`config.mk`:
```
export PLATFORM = sky130hd
export DESIGN_NAME = mem_ctrl
export DESIGN_NICKNAME = d
export VERILOG_FILES = /design/src/rtl/mem_ctrl.sv
export SDC_FILE = /design/constraint.sdc
export NUM_CORES = 1
export LEC_CHECK = 0
export BUFFER_PORTS_ARGS = -buffer_cell sky130_fd_sc_hd__buf_2
export CORE_AREA = 2 2 143 110
export DETAILED_ROUTE_END_ITERATION = 16
export DIE_AREA = 0 0 145 112
export PLACE_DENSITY = 0.72
export SETUP_SLACK_MARGIN = 0.02
export SLEW_MARGIN = 20
export SYNTH_ARGS = -nofsm -noshare
export SYNTH_HDL_FRONTEND = slang
export SYNTH_SLANG_ARGS = --single-unit
```
`constraint.sdc`:
```
create_clock -name clk -period 2.3 [get_ports clk]
set_input_delay 0.115 -clock clk [delete_from_list [all_inputs] [get_ports clk]]
set_output_delay 0.115 -clock clk [all_outputs]
set_load 0.005 [all_outputs]
```
`src/rtl/mem_ctrl.sv`:
```
// Byte-wide single-port RAM controller: IF bytes pass straight through, MEM
// loads/stores of 1/2/4 bytes run as multi-cycle transactions that preempt IF.
//
// state | meaning
// ------+----------------------------------------------------------
// IDLE  | RAM port follows if_addr; waiting for a MEM request
// RD    | issuing load byte addresses, collecting bytes one cycle late
// FIN   | last load byte arrives; result extended and registered
// WR    | writing one store byte per cycle

module mem_ctrl #(
    parameter int ADDR_W = 17
) (
    input  logic              clk,
    input  logic              rst,
    input  logic              if_request,
    input  logic [31:0]       if_addr,
    output logic [7:0]        mem_ctrl_data,
    input  logic [1:0]        mem_request,
    input  logic [31:0]       mem_addr,
    input  logic [1:0]        mem_width,
    input  logic              mem_sign,
    input  logic [31:0]       mem_wdata,
    output logic [31:0]       mem_rdata,
    output logic              mem_done,
    output logic              mem_busy,
    output logic [ADDR_W-1:0] ram_a,
    output logic [7:0]        ram_dout,
    output logic              ram_wr,
    input  logic [7:0]        ram_din
);

    typedef enum logic [1:0] {S_IDLE, S_RD, S_FIN, S_WR} state_t;

    state_t      state, state_nxt;
    logic [1:0]  cnt;
    logic [1:0]  last_cnt;
    logic [31:0] base_addr;
    logic        sign_r;
    logic [31:0] wdata_r;
    logic [31:0] rd_buf;
    logic        req_valid;
    logic        accept;
    logic [31:0] cur_addr;
    logic [31:0] assembled;
    logic [31:0] extended;
    logic        if_unused;

    assign req_valid     = (mem_request == 2'd1) || (mem_request == 2'd2);
    // A request seen alongside mem_done is the tail of the one just finished.
    assign accept        = (state == S_IDLE) && req_valid && !mem_done;
    assign cur_addr      = base_addr + {30'd0, cnt};
    assign mem_busy      = (state != S_IDLE) || (req_valid && !mem_done);
    assign mem_ctrl_data = ram_din;
    assign if_unused     = if_request;

    always_ff @(posedge clk) begin
        if (rst) begin
            state <= S_IDLE;
        end else begin
            state <= state_nxt;
        end
    end

    always_comb begin
        state_nxt = state;
        case (state)
            S_IDLE: begin
                if (accept) begin
                    state_nxt = (mem_request == 2'd1) ? S_RD : S_WR;
                end
            end
            S_RD: begin
                if (cnt == last_cnt) begin
                    state_nxt = S_FIN;
                end
            end
            S_FIN: state_nxt = S_IDLE;
            S_WR: begin
                if (cnt == last_cnt) begin
                    state_nxt = S_IDLE;
                end
            end
            default: state_nxt = S_IDLE;
        endcase
    end

    always_comb begin
        ram_a    = if_addr[ADDR_W-1:0];
        ram_wr   = 1'b0;
        ram_dout = 8'd0;
        case (state)
            S_RD, S_FIN: begin
                ram_a = cur_addr[ADDR_W-1:0];
            end
            S_WR: begin
                ram_a    = cur_addr[ADDR_W-1:0];
                ram_wr   = 1'b1;
                ram_dout = wdata_r[{cnt, 3'b000} +: 8];
            end
            default: ;
        endcase
    end

    // Final byte is merged straight from ram_din so FIN can register the result.
    always_comb begin
        assembled = rd_buf;
        assembled[{last_cnt, 3'b000} +: 8] = ram_din;
        extended = assembled;
        case (last_cnt)
            2'd0:    extended = {{24{sign_r & assembled[7]}}, assembled[7:0]};
            2'd1:    extended = {{16{sign_r & assembled[15]}}, assembled[15:0]};
            default: extended = assembled;
        endcase
    end

    always_ff @(posedge clk) begin
        if (rst) begin
            cnt       <= 2'd0;
            last_cnt  <= 2'd0;
            base_addr <= 32'd0;
            sign_r    <= 1'b0;
            wdata_r   <= 32'd0;
            rd_buf    <= 32'd0;
            mem_rdata <= 32'd0;
            mem_done  <= 1'b0;
        end else begin
            mem_done <= 1'b0;
            case (state)
                S_IDLE: begin
                    if (accept) begin
                        base_addr <= mem_addr;
                        last_cnt  <= (mem_width == 2'd0) ? 2'd0 :
                                     (mem_width == 2'd1) ? 2'd1 : 2'd3;
                        sign_r    <= mem_sign;
                        wdata_r   <= mem_wdata;
                        cnt       <= 2'd0;
                    end
                end
                S_RD: begin
                    if (cnt != 2'd0) begin
                        rd_buf[{cnt - 2'd1, 3'b000} +: 8] <= ram_din;
                    end
                    if (cnt != last_cnt) begin
                        cnt <= cnt + 2'd1;
                    end
                end
                S_FIN: begin
                    mem_rdata <= extended;
                    mem_done  <= 1'b1;
                end
                S_WR: begin
                    if (cnt == last_cnt) begin
                        mem_done <= 1'b1;
                    end else begin
                        cnt <= cnt + 2'd1;
                    end
                end
                default: ;
            endcase
        end
    end

endmodule
```
==> impl_metrics.toml, run 1 <==
[yosys]
async_flop_share_pct = 0
syn-num-nets = 871
syn_inst = 743
ys.flop_type = "dfxtp_1"
synthSimpleGateAreaFrac_pct = 25.5
synth_top_family_by_area = "simple AND/OR/NAND/NOR gates"
synthDistinctLibCells = 54
ys_top_cells_by_area = "dfxtp_1, nand2_1, a21oi_1, a211oi_1, nor2_1"
yosysWarnings = 0
synth_seq_cells = 121
ys_seq_area_share_pct = 41.7
synth-xor-area-share_pct = 2.26
synthAdderAreaFrac_pct = 3.57
yosysTopAreaCell = "dfxtp_1"
synth_edf_count = 0
avgSynthCellArea_um2 = 7.83
synth_top_area_share_pct = 41.7
synth.area.mux_share_pct = 3.27
synth-compound-area-share_pct = 17.8
syn-cell-area_um2 = 5810

[route]
drtAntennaViolNets = 0
drt_pass1_iterations = 5
routed_via_density = 5.16
drt_iter0_drc = 442
via_count = 5946
wirelength_um = 17200
drc_errors = 0
wire_per_inst_um = 14.9

[sta]
whs_ns = 0.0582
setup_viol = 0
relSlewSlack_pct = 60.5
rsz0062_at_grt = "true"
fmax_mhz = 436
worst_pin_slew_ns = 0.592
fin_crit_sh_pct = 99.7
tns_ns = 0
fin_skew_ns = 0.0122
period_needed_ns = 2.29
drv_slew = 0
hold_viol_final = 0

[clock_network]
clock_path_buffers = 2
clk_pin_slew_ns = 0.06
cts_buffers = 17
ctsRootBufferMaster = "clkbuf_16"
h-tree-depth = 4
cts.sinks = 121
cts_tree = "yes"
clk_latency_ns = 0.42

[power]
power.total_uw = 6530
p_leak_uw = 0.00322
sw_frac_of_total_pct = 30.7
internal_power_uw = 4520
p_seq_share_pct = 37.1
power_per_cell_area_nw_per_um2 = 814
peakVddDrop_v = 0.000538
p_switching_uw = 2010
pwr-share-clk_pct = 41.0
p_comb_share_pct = 21.9

[global_routing]
grt_use_total_pct = 21.5
grt_pass1_wl_um = 28200
grt_pass1_vias = 5540
grt_max_degree = 54
antenna_found_initial = 0
grt_overflow = 0

[worst_setup_path]
cp_top_family = "adder cells"
cp_data_required_time_ns = 2.18
path_cells = "ha_4 -> inv_2 -> fa_2 -> buf_6 -> and4b_1 -> nand4_1 -> xor2_1 -> o21ai_1 -> buf_2"
worst-endpoint-arrival_ns = 2.18
critPathBufInv = 3
max_stage_delay_ns = 0.35
slowest_stage = "dfxtp_2"
path_class = "register to output port"
critPathCaptureType = "output port"
cp_max_fo = 3
cp-start-kind = "register"

[die]
io_pins = 180
die_w_um = 145
die_h_um = 112
die-area_um2 = 16200
row_count = 39
core_um2 = 14900
start_util_pct = 39.1

[cells_and_area]
final_common_cell = "nand2_1"
final_cell_mix = "nand2_1, buf_2, dfxtp_1, a21oi_1, nor2_1"
fin_area_um2 = 8020
layout-area-overhead-vs-synth_pct = 37.9
antennaDiodeCount = 0
n_fill_cell = 1346
final_nets = 1063
seq_area_um2 = 2430
multi_input_area_um2 = 3140
layout-drive-gt1-share_pct = 25.5

[place]
placed_cell_area_um2 = 6800
gp_congestion = 0.831
place_hpwl_um = 11000
port_buffers = 148

[status]
status = "finished clean"

[worst_hold_path]
min_path_type = "input port to register"

[run]
cap_violations = 0
==> power groups by stage <==
stage	clock [uW]	combinational, uW	sequential (uW)
floorplan	0	817	2450
global placement	0	1330	2450
detailed placement	0	1350	2460
CTS	2700	1420	2420
global route	2810	1590	2450
finish	2680	1430	2420
==> cells by family after synthesis <==
family	after synthesis
AO/OA/AOI/OAI	174
XOR/XNOR	15
adder cells (fa/ha/maj)	16
buffers and inverters	80
flip-flops	121
multiplexers	9
AND/OR/NAND/NOR	328
==> flip-flops by register name, indices dropped and copies added, names as in the netlist <==
name,flops
base_addr,17
cnt,2
last_cnt,2
mem_done,1
mem_rdata,32
rd_buf,32
sign_r,1
state,2
wdata_r,32
==> through the flow <==
step / cells / util (%) / setup WS (ns)
after floorplan: 743 / - / 0.115
after global placement: 1066 / 45.7 / 0.161
after CTS: 1151 / 53.4 / -0.0279
final: 1153 / 53.9 / 0.00700
after global routing: 1153 / 53.9 / -0.106
after detailed placement: 1066 / 45.7 / 0.147
==> metal layers <==
metal  routed length [um]  vias up  global-route usage, %
li1                     -     2926                      -
met1                 7930     2762                   29.0
met2                 7920      235                   34.3
met3                 1150       23                   5.20
met4                  197        0                   6.27
met5                    0        -                      0
==> synth_stat cells, drive strengths merged, types with 2 or more instances <==
library cell / instances
a211oi: 33
a21boi: 2
a21oi: 99
a22o: 5
a22oi: 4
a32oi: 3
and2: 13
and3: 2
and4bb: 2
buf: 20
clkbuf: 37
dfxtp: 121
ha: 15
inv: 22
mux4: 8
nand2: 170
nand2b: 4
nand3: 36
nand4: 4
nand4bb: 3
nor2: 57
nor2b: 8
nor3: 11
nor3b: 3
nor4: 7
o21ai: 17
o22ai: 3
o2bb2ai: 3
or3: 4
xnor2: 12
xor2: 3
==> worst paths after layout <==
path                                                  to  cells after the start  slack (ns)                   start
worst max-delay path                            ram_a[8]                      9       0.007     cnt[0]$_SDFFE_PP0P_
worst min-delay path            last_cnt[0]$_SDFFE_PP0P_                      3        0.06            mem_width[0]
worst max register to register   rd_buf[10]$_SDFFE_PP0P_                      7        0.26     cnt[0]$_SDFFE_PP0P_
worst min register to register    rd_buf[8]$_SDFFE_PP0P_                      2        0.45  rd_buf[8]$_SDFFE_PP0P_
==> worst register-to-register path: cells and delay by family, from the launching register on <==
kind | cells | cell delay, ns
AND/OR/NAND/NOR | 3 | 0.87
adder cells (fa/ha/maj) | 1 | 0.21
flip-flops | 1 | 0.35
AO/OA/AOI/OAI | 1 | 0.16
buffers and inverters | 2 | 0.39
==> what timing repair did <==
action,4_1_cts,5_1_grt
setup endpoints to repair,8,16
hold buffers,51,0
hold endpoints to repair,51,0
resized for setup,12,13
setup buffers,2,2
pin swaps,8,3
==> cell type report <==
| class | instances | share of cell area (%) |
|---|---|---|
| tap | 205 | 3.20 |
| multi-input combinational | 542 | 39.1 |
| sequential | 121 | 30.3 |
| inverter | 23 | 1.08 |
| clock buffer | 17 | 5.31 |
| clock inverter | 15 | 2.09 |
| timing repair buffer | 230 | 18.9 |
Power figures use the tool's default switching activity.
==> run 2, diff against run 1 <==
--- a/config.mk
+++ b/config.mk
@@ -6,10 +6,10 @@
 export NUM_CORES = 1
 export LEC_CHECK = 0
 export BUFFER_PORTS_ARGS = -buffer_cell sky130_fd_sc_hd__buf_2
-export CORE_AREA = 2 2 143 110
+export CORE_AREA = 2 2 124 126
 export DETAILED_ROUTE_END_ITERATION = 16
-export DIE_AREA = 0 0 145 112
-export PLACE_DENSITY = 0.72
+export DIE_AREA = 0 0 126 128
+export PLACE_DENSITY = 0.73
 export SETUP_SLACK_MARGIN = 0.02
 export SLEW_MARGIN = 20
 export SYNTH_ARGS = -nofsm -noshare
==> impl_metrics.toml, run 2 (same netlist as run 1, synthesis figures left out) <==
[sta]
tns_ns = 0
setup_viol = 0
rsz0062_at_grt = "true"
fin_skew_ns = 0.0101
drv_slew = 0
hold_viol_final = 0
period_needed_ns = 2.26
worst_pin_slew_ns = 0.593
relSlewSlack_pct = 60.3
fmax_mhz = 443
setup_slack_ns = 0.0425
fin_crit_sh_pct = 98.2

[place]
placed_cell_area_um2 = 6750
gp_congestion = 0.823
pre_cts_slack_ns = 0.111
port_buffers = 148
place_hpwl_um = 10900

[clock_network]
clk_latency_ns = 0.41
cts_buffers = 17
h-tree-depth = 4
clock_path_buffers = 2
cts.sinks = 121
ctsRootBufferMaster = "clkbuf_16"
clk_pin_slew_ns = 0.05
cts_tree = "yes"

[cells_and_area]
fin_area_um2 = 7920
final_common_cell = "nand2_1"
layout-area-overhead-vs-synth_pct = 36.2
final_nets = 1061
layout-drive-gt1-share_pct = 25.0
reg.largest.list = "mem_rdata: 32 flops, rd_buf: 32 flops, wdata_r: 32 flops"
antennaDiodeCount = 0
final_cell_mix = "nand2_1, buf_2, dfxtp_1, a21oi_1, nor2_1"

[worst_hold_path]
min_path_type = "input port to register"
hold_depth = 3

[worst_setup_path]
cp-start-kind = "register"
critPathBufInv = 3
max_stage_delay_ns = 0.35
critPathCaptureType = "output port"
path_class = "register to output port"
cp_data_required_time_ns = 2.18
worst-endpoint-arrival_ns = 2.14
path_depth = 9
ff2ff_setup_slack_ns = 0.25
path_cells = "ha_4 -> inv_2 -> fa_2 -> nand4b_1 -> buf_6 -> nor4_2 -> xnor2_1 -> o21ai_1 -> buf_2"
cp_top_family = "adder cells"
slowest_stage = "dfxtp_2"
worstRegToRegCells = 7
cp_max_fo = 4

[die]
die_h_um = 128
start_util_pct = 39.1
io_pins = 180
die_w_um = 126
row_count = 45
die-area_um2 = 16100
core_um2 = 14900

[route]
via_count = 5816
drt_pass1_iterations = 5
routed_via_density = 5.13
wire_per_inst_um = 14.5
wirelength_um = 16500
drc_errors = 0
drt_iter0_drc = 405
drtAntennaViolNets = 0

[global_routing]
grt_max_degree = 56
grt_util_met3_pct = 4.80
busiest_layer = "met2"
use_met2_pct = 33.5
grt_pass1_wl_um = 26700
grt_pass1_vias = 5312
grt_use_total_pct = 20.5
antenna_found_initial = 0
met1_usage_pct = 26.9
grt_overflow = 0

[power]
power_per_cell_area_nw_per_um2 = 791
p_leak_uw = 0.00317
peakVddDrop_v = 0.000478

[status]
status = "finished clean"

[run]
cap_violations = 0
## run 2: path summary, 6_finish.rpt
| kind | startpoint | endpoint |
|---|---|---|
| setup / recovery | cnt[0]$_SDFFE_PP0P_ | ram_a[12] |
| hold reg to reg | rd_buf[23]$_SDFFE_PP0P_ | rd_buf[23]$_SDFFE_PP0P_ |
| setup reg to reg | cnt[0]$_SDFFE_PP0P_ | rd_buf[27]$_SDFFE_PP0P_ |
| hold / removal | ram_din[4] | rd_buf[4]$_SDFFE_PP0P_ |
## run 2: final cells by class
| type | count | area, um2 |
|---|---|---|
| clock inverter | 7 | 42.5 |
| timing repair buffer | 228 | 1500 |
| tap | 188 | 235 |
| sequential | 121 | 2430 |
| inverter | 23 | 86.3 |
| clock buffer | 24 | 502 |
| multi-input combinational | 542 | 3130 |
| fill | 1390 | 6940 |
## run 2: what timing repair did
action,CTS,global route
hold buffers,51,0
pin swaps,8,7
buffers inserted,2,3
hold endpoints to repair,51,0
resized for setup,13,7
endpoints found under the setup margin,7,11
## run 2: layer usage
layer	vias up	part of all wire, %
li1	2919	-
met1	2687	45
met2	192	49
met3	18	5.5
met4	0	1.2
met5	-	0
## run 2: worst reg2reg max path, cell delays in order, from the launching register on
cell     delay [ns]
dfxtp_2        0.35
buf_4          0.28
inv_1          0.10
ha_1           0.21
nor3b_2        0.36
and2_1         0.38
nand3_1        0.12
a21oi_1        0.17
## run 2: report_power, final
| group | switching, uW | internal, uW | total (uW) |
|---|---|---|---|
| combinational | 807 | 607 | 1410 |
| sequential | 122 | 2300 | 2420 |
| clock | 928 | 1500 | 2430 |
## run 2: metrics by stage
step / util [%] / power (uW) / hold WS (ns) / std cells
6_report: 53.3 / 6270 / 0.0536 / 1133
5_1_grt: 53.3 / 6600 / 0.0442 / 1133
4_1_cts: 53.0 / 6320 / 0.0262 / 1130
3_5_place_dp: 45.4 / 3790 / 0.361 / 1046
3_3_place_gp: 45.4 / 3770 / 0.357 / 1046
2_1_floorplan: - / 3260 / 0.251 / 743
